<file path="config.mk">
export PLATFORM = sky130hd
export DESIGN_NAME = demux_32_1_2_reg
export DESIGN_NICKNAME = d
export VERILOG_FILES = /design/src/rtl/demux_32_1_2_reg.sv
export SDC_FILE = /design/constraint.sdc
export NUM_CORES = 1
export LEC_CHECK = 0
export ABC_AREA = 0
export CORE_ASPECT_RATIO = 1.25
export CORE_UTILIZATION = 30
export DETAILED_ROUTE_END_ITERATION = 8
export GPL_ROUTABILITY_DRIVEN = 0
export PLACE_DENSITY = 0.66
export RECOVER_POWER = 100
export SLEW_MARGIN = 10
export SYNTH_ARGS = -nofsm -noshare
export SYNTH_HDL_FRONTEND = slang
export SYNTH_SLANG_ARGS = --single-unit
export TNS_END_PERCENT = 50
</file>
<file path="constraint.sdc">
create_clock -name clk -period 1.5 [get_ports clk]
set_clock_uncertainty 0.2 [all_clocks]
set_input_delay 0.225 -clock clk [delete_from_list [all_inputs] [get_ports clk]]
set_output_delay 0.225 -clock clk [all_outputs]
set_load 0.02 [all_outputs]
</file>
<file path="src/rtl/demux_32_1_2_reg.sv">
// Registered 1-to-2 demultiplexer with valid/ready handshakes and a one-entry register per output.
// Define DEMUX_CNT_EN to build the per-output transfer counters; otherwise cnt_0/cnt_1 read as zero.
module demux_32_1_2_reg #(
  parameter int WIDTH = 32,
  parameter int CNT_W = 16
) (
  input  logic             clk,
  input  logic             rst_n,
  input  logic             in_valid,
  output logic             in_ready,
  input  logic             in_sel,
  input  logic [WIDTH-1:0] in_data,
  output logic             out_0_valid,
  input  logic             out_0_ready,
  output logic [WIDTH-1:0] out_0_data,
  output logic             out_1_valid,
  input  logic             out_1_ready,
  output logic [WIDTH-1:0] out_1_data,
  output logic [CNT_W-1:0] cnt_0,
  output logic [CNT_W-1:0] cnt_1
);

  typedef enum logic {EMPTY = 1'b0, FULL = 1'b1} chan_state_t;

  chan_state_t state_0_q, state_0_d;
  chan_state_t state_1_q, state_1_d;

  logic acc;
  logic load_0, load_1;
  logic drain_0, drain_1;

  assign out_0_valid = (state_0_q == FULL);
  assign out_1_valid = (state_1_q == FULL);

  assign drain_0 = out_0_valid & out_0_ready;
  assign drain_1 = out_1_valid & out_1_ready;

  // A full channel can still accept when its consumer drains in the same cycle.
  assign in_ready = in_sel ? (~out_1_valid | out_1_ready) : (~out_0_valid | out_0_ready);
  assign acc      = in_valid & in_ready;
  assign load_0   = acc & ~in_sel;
  assign load_1   = acc & in_sel;

  always_ff @(posedge clk) begin
    if (!rst_n) begin
      state_0_q <= EMPTY;
      state_1_q <= EMPTY;
    end else begin
      state_0_q <= state_0_d;
      state_1_q <= state_1_d;
    end
  end

  always_comb begin
    state_0_d = state_0_q;
    state_1_d = state_1_q;
    case (state_0_q)
      EMPTY:   if (load_0) state_0_d = FULL;
      FULL:    if (drain_0 && !load_0) state_0_d = EMPTY;
      default: state_0_d = EMPTY;
    endcase
    case (state_1_q)
      EMPTY:   if (load_1) state_1_d = FULL;
      FULL:    if (drain_1 && !load_1) state_1_d = EMPTY;
      default: state_1_d = EMPTY;
    endcase
  end

  // Data keeps its last value after a drain; only a load replaces it.
  always_ff @(posedge clk) begin
    if (!rst_n) begin
      out_0_data <= '0;
      out_1_data <= '0;
    end else begin
      if (load_0) out_0_data <= in_data;
      if (load_1) out_1_data <= in_data;
    end
  end

`ifdef DEMUX_CNT_EN
  always_ff @(posedge clk) begin
    if (!rst_n) begin
      cnt_0 <= '0;
      cnt_1 <= '0;
    end else begin
      if (drain_0) cnt_0 <= cnt_0 + 1'b1;
      if (drain_1) cnt_1 <= cnt_1 + 1'b1;
    end
  end
`else
  assign cnt_0 = '0;
  assign cnt_1 = '0;
`endif

endmodule

</file>
==> results of run 1 <==
[metrics by stage]
stage	worst slack (ps)	cells	cell area, um^2	total power (W)	setup TNS [ps]
6_report	48.7	522	4130	0.00470	0
5_1_grt	-5.74	522	4130	0.00494	-5.74
4_1_cts	-2.26	522	4120	0.00478	-2.26
3_5_place_dp	-507	507	3900	0.00270	-14980
3_3_place_gp	-531	507	3900	0.00269	-14130
2_1_floorplan	133	317	2930	0.00242	0
[sequential cells by signal (all words and copies together) (netlist names)]
name and cells:
out_0_data 32, out_0_valid 1, out_1_data 32, out_1_valid 1
[repair_timing]
action | in CTS | in global routing
endpoints found under the setup margin | 67 | 3
hold endpoints to repair | 0 | 0
buffers inserted | 0 | 0
resized for setup | 78 | 5
gates cloned | 0 | 0
pin swaps | 1 | 1
[cells by family (layout without fill, tap and decap cells)]
kind of cell	Yosys count	after routing	synth area share (%)
compound gates	3	3	0.712
buf+inv	50	132	13.8
flops	66	66	47.0
mux	64	64	22.8
other cells	1	32	0.133
simple gates	102	102	15.6
[worst paths after layout]
path,cells after the start,startpoint,to,slack [ps]
setup / recovery,2,out_0_valid,out_0_valid,50
hold / removal,3,rst_n,out_1_valid,180
setup reg to reg,5,out_1_valid,out_1_data[5],90
hold reg to reg,2,out_1_data[7],out_1_data[7],250
[critical path: cells and delay by family (launching register included)]
family	cells	cell delay, ps
buffers and inverters	2	360
flip-flops	1	350
[where the power goes]
group | internal (W) | switching [W] | leakage (nW)
sequential | 0.00185 | 0.0000427 | 0.540
combinational | 0.000302 | 0.000398 | 1.39
clock | 0.00141 | 0.000703 | 0.152
total | 0.00356 | 0.00114 | 2.08
[placed cells by master (no fill, tap or decap), drive strengths merged]
cell / instances
dlygate4sd2: 67
conb: 32
clkbuf: 15
clkdlybuf4s50: 33
o21a: 1
dfxtp: 66
a21boi: 1
bufinv: 1
nand2: 97
a21oi: 1
nand3b: 1
mux2i: 64
nand2b: 1
nor2b: 1
clkinv: 1
buf: 14
clkdlybuf4s15: 1
nor2: 2
[Yosys cell counts (all sizes together)]
| cell type | instances |
|---|---|
| nand3b | 1 |
| a21oi | 1 |
| nor2b | 1 |
| nand2 | 97 |
| dfxtp | 66 |
| clkbuf | 4 |
| nand2b | 1 |
| a21boi | 1 |
| mux2i | 64 |
| o21a | 1 |
| conb | 1 |
| nor2 | 2 |
| buf | 46 |
[layer usage]
metal	vias to the layer above	GRT usage, %	share of wire (%)
met1	950	15.7	43
met2	77	21.0	50
li1	1077	-	-
met3	10	4.99	6.3
met5	-	0	0
met4	0	5.18	1.3
[area by class of cell]
type	instances	area, um^2
tap	123	154
timing repair buffer	117	1110
sequential	66	1320
fill	910	4990
multi-input combinational	201	1230
clock buffer	13	270
clock inverter	2	35.0
==> flow_metrics.env, run 1 <==
export IMPL_status="finished, final reports clean"
export IMPL_ys_warnings_count=0
export IMPL_grt_antenna_before_repair=0
export IMPL_wire_per_inst_um=11.7
export IMPL_yosys_register_bits=66
export IMPL_whs_ps=180
export IMPL_ctsRootBufferMaster="sky130_fd_sc_hd__clkbuf_16"
export IMPL_die_w_um=88.6
export IMPL_worstSetupPathType="register to output port"
export IMPL_timing_critical_path_cells="buf_4 > clkdlybuf4s15_2"
export IMPL_cts_hold_fix_buffers=0
export IMPL_yosys_top_cells_area="sky130_fd_sc_hd__dfxtp_1 (47%), sky130_fd_sc_hd__mux2i_1 (23%), sky130_fd_sc_hd__nand2_1 (13%)"
export IMPL_num_io_pins=137
export IMPL_crit_path_top_delay_cell="sky130_fd_sc_hd__dfxtp_2"
export IMPL_grt_overflow_total=0
export IMPL_first_pass_iters=4
export IMPL_timing_max_cap_violations=0
export IMPL_detailed_place_hpwl_um=4390
export IMPL_grt_util_all_layers_pct=13.1
export IMPL_finish_net_count=433
export IMPL_start_util_pct=30.8
export IMPL_synth_sequential_area_ratio_pct=47.0
export IMPL_num_antenna_cells=0
export IMPL_crit_path_end_kind="output port"
export IMPL_syn_instance_count=286
export IMPL_period_share_pct=96.8
export IMPL_power_leakage_nw=2.08
export IMPL_fp_dieArea_mm2=0.00976
export IMPL_ctsHtreeMaxLevel=3
export IMPL_crit_path_start_kind="register"
export IMPL_yosysUniqueCellTypes=19
export IMPL_ir_drop_mv=0.559
export IMPL_synthToLayoutAreaGrowth_pct=47.0
export IMPL_clk_sinks=66
export IMPL_routed_via_count=2114
export IMPL_final_hold_viol_count=0
export IMPL_mean_area_per_synthesized_cell_um2=9.83
export IMPL_grt_start_max_net_pins=56
export IMPL_grt_pass1_vias=1980
export IMPL_power_density_mw_per_mm2=1140
export IMPL_cts_tree="built"
export IMPL_portBuffers=104
export IMPL_grt_setup_unrepaired="yes"
export IMPL_clock_slew_at_reported_path_ffs_ps=50
export IMPL_synthesis_area_mm2=0.00281
export IMPL_cts_buffers_inserted=9
export IMPL_worstPathRequired_ps=1070
export IMPL_drt_drc_violations_left=0
export IMPL_cts_root_to_sink_buffers=2
export IMPL_ant_nets=0
export IMPL_grt_first_pass_wirelength_um=9540
export IMPL_timing_critical_path_arrival_ps=1030
export IMPL_postLayoutCoreUtil_pct=45.3
export IMPL_critical_path_max_fanout=2
export IMPL_slowest_delay_ps=350
export IMPL_worst_skew_pair_later_pin_latency_ps=320
export IMPL_drive_above_1_share_pct=9.77
export IMPL_final_min_clock_period_ps=1450
export IMPL_timing_final_max_slew_violations=0
export IMPL_achievable_frequency_ghz=0.689
export IMPL_core_area_mm2=0.00913
export IMPL_drc_violation_total_after_the_first_tritonroute_iteration=49
export IMPL_synth_top_area_share_pct=47.0
export IMPL_setup_viol_count_final=0
export IMPL_postRouteWirelength_um=6100
export IMPL_synth_top_cell_by_area="sky130_fd_sc_hd__dfxtp_1"
export IMPL_core_rowCount=39
export IMPL_worst_hold_path_type="input pin to register"
export IMPL_die_height_um=110
export IMPL_routed_via_density=4.05
Note: power is estimated with default switching activity, not from simulation.
==> inputs of run 2 (changes only) <==
Settings changed: ABC_CLOCK_PERIOD_IN_PS from default to 1500.
==> results of run 2 <==
No change in the layout: final DEF, timing and power equal those of run 1.
